[src/rtl/harris_pkg.sv]
// Shared types and defaults for the Harris corner sequencer.
package harris_pkg;

  typedef enum logic [1:0] {
    ST_IDLE,
    ST_RUN,
    ST_FLUSH,
    ST_DONE
  } state_t;

  localparam int DEF_BORDER       = 4;
  localparam int DEF_PIPE_LATENCY = 8;
  localparam int DEF_ROW_DELAY    = 4;

  // True when border <= c < len - border, written without subtraction so a
  // short row or column simply yields no valid window.
  function automatic logic in_window(input logic [31:0] c,
                                     input logic [31:0] len,
                                     input logic [31:0] border);
    return (c >= border) && ((c + border) < len);
  endfunction

endpackage

[src/rtl/raster_counter.sv]
// Raster-order x/y position counter with row wrap and end-of-frame flag.
module raster_counter #(
  parameter int COORD_BITS = 11
) (
  input  logic                  clk,
  input  logic                  reset,
  input  logic                  clear,
  input  logic                  step,
  input  logic [COORD_BITS-1:0] row_length,
  input  logic [COORD_BITS-1:0] num_rows,
  output logic [COORD_BITS-1:0] x,
  output logic [COORD_BITS-1:0] y,
  output logic                  last
);

  logic x_wrap;

  assign x_wrap = (x == row_length - COORD_BITS'(1));
  assign last   = x_wrap && (y == num_rows - COORD_BITS'(1));

  // Step one position per pulse; the final pixel of the frame wraps to origin.
  always_ff @(posedge clk) begin
    // NOTE: sequential state uses non-blocking assignments so every flop
    // samples pre-edge values regardless of statement order.
    if (reset || clear) begin
      x <= '0;
      y <= '0;
    end else if (step) begin
      if (x_wrap) begin
        x <= '0;
        y <= last ? '0 : y + COORD_BITS'(1);
      end else begin
        x <= x + COORD_BITS'(1);
      end
    end
  end

endmodule

[src/rtl/harris_sequencer.sv]
// Frame sequencer for a streaming Harris scorer: paces pixels in, drains the
// scorer's row buffers, and emits thresholded corners through a handshake.
module harris_sequencer
  import harris_pkg::*;
#(
  parameter int COORD_BITS   = 11,
  parameter int SCORE_BITS   = 33,
  parameter int PIPE_LATENCY = DEF_PIPE_LATENCY,
  parameter int ROW_DELAY    = DEF_ROW_DELAY,
  parameter int BORDER       = DEF_BORDER
) (
  input  logic                         clk,
  input  logic                         reset,
  input  logic                         start,
  input  logic        [COORD_BITS-1:0] r_row_length,
  input  logic        [COORD_BITS-1:0] r_num_rows,
  input  logic signed [SCORE_BITS-1:0] r_threshold,
  input  logic                         pix_valid,
  output logic                         pix_ready,
  output logic                         adv,
  output logic                         flush,
  input  logic signed [SCORE_BITS-1:0] score_in,
  output logic                         corner_valid,
  input  logic                         corner_ready,
  output logic        [COORD_BITS-1:0] corner_x,
  output logic        [COORD_BITS-1:0] corner_y,
  output logic signed [SCORE_BITS-1:0] corner_score,
  output logic                         busy,
  output logic                         frame_done
);

  // Wide enough for rows*row_length plus the drain length.
  localparam int A_BITS = 2 * COORD_BITS + $clog2(ROW_DELAY + 2) + 1;

  state_t state, state_next;

  logic        [COORD_BITS-1:0] row_length, num_rows;
  logic signed [SCORE_BITS-1:0] threshold;
  logic        [A_BITS-1:0]     d_len, a_cnt, flush_cnt;
  logic                         sample_pending, out_done;

  logic stall, take_start, in_step, in_last, sample_fire, corner_hit, flush_room;
  logic [COORD_BITS-1:0] out_x, out_y;
  logic                  out_last;
  // The input side only needs the end-of-frame flag, not the position.
  logic [COORD_BITS-1:0] in_x_unused, in_y_unused;

  assign stall       = corner_valid && !corner_ready;
  assign take_start  = (state == ST_IDLE) && start;
  assign flush_room  = (flush_cnt != d_len);
  assign in_step     = (state == ST_RUN) && adv;
  // A score waits while the output register is blocked; the scorer does not
  // advance during a stall, so score_in holds until it is taken.
  assign sample_fire = sample_pending && !stall;
  assign corner_hit  = sample_fire
                    && in_window(32'(out_x), 32'(row_length), 32'(BORDER))
                    && in_window(32'(out_y), 32'(num_rows), 32'(BORDER))
                    && (score_in > threshold);

  raster_counter #(.COORD_BITS(COORD_BITS)) u_in_counter (
    .clk        (clk),
    .reset      (reset),
    .clear      (take_start),
    .step       (in_step),
    .row_length (row_length),
    .num_rows   (num_rows),
    .x          (in_x_unused),
    .y          (in_y_unused),
    .last       (in_last)
  );

  raster_counter #(.COORD_BITS(COORD_BITS)) u_out_counter (
    .clk        (clk),
    .reset      (reset),
    .clear      (take_start),
    .step       (sample_fire),
    .row_length (row_length),
    .num_rows   (num_rows),
    .x          (out_x),
    .y          (out_y),
    .last       (out_last)
  );

  // State register.
  always_ff @(posedge clk) begin
    if (reset) state <= ST_IDLE;
    else       state <= state_next;
  end

  // Next-state logic; DONE waits until the last corner has been taken.
  always_comb begin
    // NOTE: default first so no path through the case leaves state_next
    // unassigned and infers a latch.
    state_next = state;
    unique case (state)
      ST_IDLE:  if (start) state_next = ST_RUN;
      ST_RUN:   if (in_step && in_last) state_next = ST_FLUSH;
      ST_FLUSH: if (out_done && !corner_valid) state_next = ST_DONE;
      ST_DONE:  state_next = ST_IDLE;
      default:  state_next = ST_IDLE;
    endcase
  end

  // Handshake and status outputs decoded from the current state.
  always_comb begin
    pix_ready  = 1'b0;
    adv        = 1'b0;
    flush      = 1'b0;
    frame_done = 1'b0;
    busy       = (state != ST_IDLE);
    unique case (state)
      ST_RUN: begin
        pix_ready = !stall;
        adv       = pix_valid && !stall;
      end
      ST_FLUSH: begin
        flush = 1'b1;
        adv   = !stall && flush_room;
      end
      ST_DONE: frame_done = 1'b1;
      default: ;
    endcase
  end

  // Frame configuration, advance/drain counters and score-sample tracking.
  always_ff @(posedge clk) begin
    if (reset) begin
      row_length     <= '0;
      num_rows       <= '0;
      threshold      <= '0;
      d_len          <= '0;
      a_cnt          <= '0;
      flush_cnt      <= '0;
      sample_pending <= 1'b0;
      out_done       <= 1'b0;
    end else if (take_start) begin
      row_length     <= r_row_length;
      num_rows       <= r_num_rows;
      threshold      <= r_threshold;
      d_len          <= A_BITS'(ROW_DELAY) * A_BITS'(r_row_length) + A_BITS'(PIPE_LATENCY);
      a_cnt          <= '0;
      flush_cnt      <= '0;
      sample_pending <= 1'b0;
      out_done       <= 1'b0;
    end else begin
      if (adv) begin
        a_cnt          <= a_cnt + A_BITS'(1);
        sample_pending <= (a_cnt >= d_len);
      end else if (sample_fire) begin
        sample_pending <= 1'b0;
      end
      if (adv && (state == ST_FLUSH)) flush_cnt <= flush_cnt + A_BITS'(1);
      if (sample_fire && out_last)    out_done  <= 1'b1;
    end
  end

  // Corner output register: loads on a hit, clears on handshake otherwise.
  always_ff @(posedge clk) begin
    if (reset) begin
      corner_valid <= 1'b0;
      corner_x     <= '0;
      corner_y     <= '0;
      corner_score <= '0;
    end else if (corner_hit) begin
      corner_valid <= 1'b1;
      corner_x     <= out_x;
      corner_y     <= out_y;
      corner_score <= score_in;
    end else if (corner_valid && corner_ready) begin
      corner_valid <= 1'b0;
    end
  end

endmodule
[config.mk]
export PLATFORM = sky130hd
export DESIGN_NAME = harris_sequencer
export DESIGN_NICKNAME = d
export VERILOG_FILES = /design/src/rtl/harris_pkg.sv /design/src/rtl/raster_counter.sv /design/src/rtl/harris_sequencer.sv
export SDC_FILE = /design/constraint.sdc
export NUM_CORES = 1
export LEC_CHECK = 0
export CAP_MARGIN = 25
export CORE_MARGIN = 4
export CORE_UTILIZATION = 30
export DETAILED_ROUTE_END_ITERATION = 16
export HOLD_SLACK_MARGIN = 0.02
export PLACE_DENSITY = 0.57
export SYNTH_ARGS = -nofsm -noshare
export SYNTH_HDL_FRONTEND = slang
export SYNTH_HIERARCHICAL = 1
export SYNTH_SLANG_ARGS = --single-unit
[constraint.sdc]
create_clock -name clk -period 3.4 [get_ports clk]
set_input_delay 0.51 -clock clk [delete_from_list [all_inputs] [get_ports clk]]
set_output_delay 0.51 -clock clk [all_outputs]
set_load 0.01 [all_outputs]
==> results of run 1 <==
-- final timing paths --
| kind | start | endpoint | slack, ps |
|---|---|---|---|
| worst max-delay path | flush_cnt[21] | adv | 150 |
| worst min-delay path | reset | d_len[3] | 360 |
| worst max register to register | num_rows[0] | state[0] | 240 |
| worst min register to register | threshold[22] | threshold[22] | 460 |
-- Yosys cell counts, drive strengths merged, types with 4 or more instances --
cell type,n
dfxtp,222
nand2,197
nor2,135
nand2b,119
a21oi,114
inv,107
ha,87
xnor2,73
nand3,68
xor2,61
mux2i,53
nor4,42
clkbuf,38
and3,31
nand4,31
nor3,28
buf,25
o21ai,24
a211oi,18
or4,16
or3,14
or2,11
or4b,11
a31oi,9
o31ai,9
a21o,7
o211ai,7
a21boi,5
nor2b,5
nor4b,5
and4,4
and4bb,4
nor3b,4
o211a,4
o21a,4
o2bb2ai,4
or3b,4
-- stage by stage --
step                      std cells  utilization (%)  hold slack [ps]  area, sq um
after CTS                      2424             38.0              322        16800
final                          2424             38.1              357        16800
after global placement         2371             35.6              444        15800
after global routing           2424             38.1              356        16800
after detailed placement       2371             35.6              449        15800
after floorplan                1641                -              431        13400
-- where the power goes --
part | internal (W) | total, W | switching (W)
Combinational | 0.00100 | 0.00242 | 0.00142
Clock | 0.00207 | 0.00331 | 0.00124
Sequential | 0.00277 | 0.00297 | 0.000201
Total | 0.00585 | 0.00870 | 0.00286
-- timing repair --
action	in CTS	in global routing
setup endpoints to repair	1	16
setup buffers	1	0
gates resized for setup	0	4
hold buffers	0	0
pin swaps	1	0
-- flip-flops by register name (all words and copies together) (netlist names) --
signal	cells
corner_score	33
threshold	33
a_cnt	26
flush_cnt	26
corner_x	11
corner_y	11
d_len	11
num_rows	11
row_length	11
u_in_counter/x	11
u_in_counter/y	11
u_out_counter/x	11
u_out_counter/y	11
state	2
corner_valid	1
out_done	1
sample_pending	1
-- final cells by class --
cell class	instances	area share, %
repair buffers	202	11.4
clock buffers	36	4.58
well taps	592	4.40
multi-input cells	1248	49.2
inverters	108	2.41
clock inverters	16	1.61
flip-flops and latches	222	26.4
-- per-layer routing --
| layer | wire length, um | part of all wire (%) | up-vias |
|---|---|---|---|
| li1 | - | - | 6022 |
| met2 | 17700 | 47 | 241 |
| met4 | 1040 | 2.7 | 0 |
| met5 | 0 | 0 | - |
| met3 | 2060 | 5.4 | 67 |
| met1 | 17200 | 45 | 5643 |
-- cells by family (layout without fill, tap and decap cells) --
family / Yosys count / count (layout) / synth area share (%)
AND/OR/NAND/NOR: 740 / 740 / 29.7
AO/OA/AOI/OAI: 232 / 232 / 10.9
flip-flops: 222 / 222 / 33.2
buffers and inverters: 171 / 362 / 5.21
XOR/XNOR: 134 / 134 / 8.76
adder cells (fa/ha/maj): 87 / 87 / 8.13
multiplexers: 55 / 55 / 4.13
==> metrics.txt, run 1 <==
Worst EP required=2890 ps; share of the synthesized area in the top cell type=33.2%; area of the multi-input gates=8280 sq um; cts bufs inserted=28; Final Cycle Share=95.6%; drt total wl=38,100 um; PortBufs=153; Total GRT Usage=15.2%; CTS sink cnt=222; Cells after Synth=1,641; Critical Path Start Type=flip-flop; most frequent cells in the layout=dfxtp_1 (222), nand2_1 (195), clkdlybuf4s50_1 (152), nor2_1 (134), nand2b_1 (117); register bit total from synthesis=222; Worst setup EP type=primary output; CP bufs+invs=2; initial core utilization=30.3%; initial antenna violation count=0; hpwl dp=28,300 um; Storage cell area=4440 sq um; CP max stage cell=or4_4; CP max FO=9; hold path depth=2; mapped cell area=13,400 sq um; hold crit path type=in -> reg; pwr dens=517 nW/um^2; Unique masters post-synth=82; I/O Pins=154; Die Ht=219 um; crit-path cells=or4_4 -> nor4_4 -> nand4_2 -> nand2_4 -> inv_2 -> clkdlybuf4s50_1; slew at the pin with the worst max-slew slack=747 ps; CTS tree=yes; vias in the first global route=11,788; drt wl/cell=15.7 um; Layout area overhead=25.7%; clk root buf=clkbuf_16; GP Congestion=0.876; DIE WIDTH=219 um; Clock transition at path regs=60 ps; total power=0.00870 W; CP max stage delay=540 ps; CP top delay family=simple AND/OR/NAND/NOR gates; Max clock buf depth=3; Cell Rows=77; Setup violations, final=0; register area share after synthesis=33.2%; RSZ-0062 raised after global routing=no; Clock Latency Late Sink=570 ps; most common cell after layout, fill and taps aside=dfxtp_1; Max H-tree Level=1; CP arrival=2740 ps; Die ar.=48,100 sq um; Clock Skew=22.7 ps; Post-synth EDFFs=0; Synthesis Warnings=6; Period minus WS final=3250 ps; Mapped Nets=1,821; Max-slew headroom=50.2%; synth top area cells=dfxtp_1 (33%), ha_1 (8.1%), nand2_1 (5.5%); drc violations=0; Peak supply drop=0.000330 V; Most Crowded Layer GR=met2; DRT antenna net count=0; pre-CTS setup slack=63.9 ps; Crit Path Category=reg -> out; Syn Area/Cell=8.16 sq um; pin count of the biggest net entering global routing=86; Post-layout nets=1,990; initial drt markers=714; GRT met3 Usage=3.06%; status=complete, no violations; max-cap violations=0; setup tns final=0 ps; slack of the critical path=150 ps; fraction of layout cells with a size suffix above 1=8.35%; GR Util met1=19.7%; filler instances=4,484; met2 GRT Util=25.4%; Via-to-Cell Ratio=4.94; final hold vios=0; WP depth=6; Worst Reg-to-Reg Cells=13; CORE AREA=44,200 sq um; total gr overflow=0; ys flop type=dfxtp_1; Inserted Diodes=0; Pleak=6.16 nW; Final Max Slew Viols=0; asr flop ratio synth=0%; f_max=308 MHz; 1st-pass router iterations=5; Via Count=11,973; area leader, netlist=dfxtp_1; first-pass GRT wire length=60,700 um
(Power assumes the default switching activity.)
==> run 2, diff against run 1 <==
Settings changed: SLEW_MARGIN set to 20.
==> results of run 2 <==
Same layout as run 1: the final DEF is identical, and so are final timing and power.
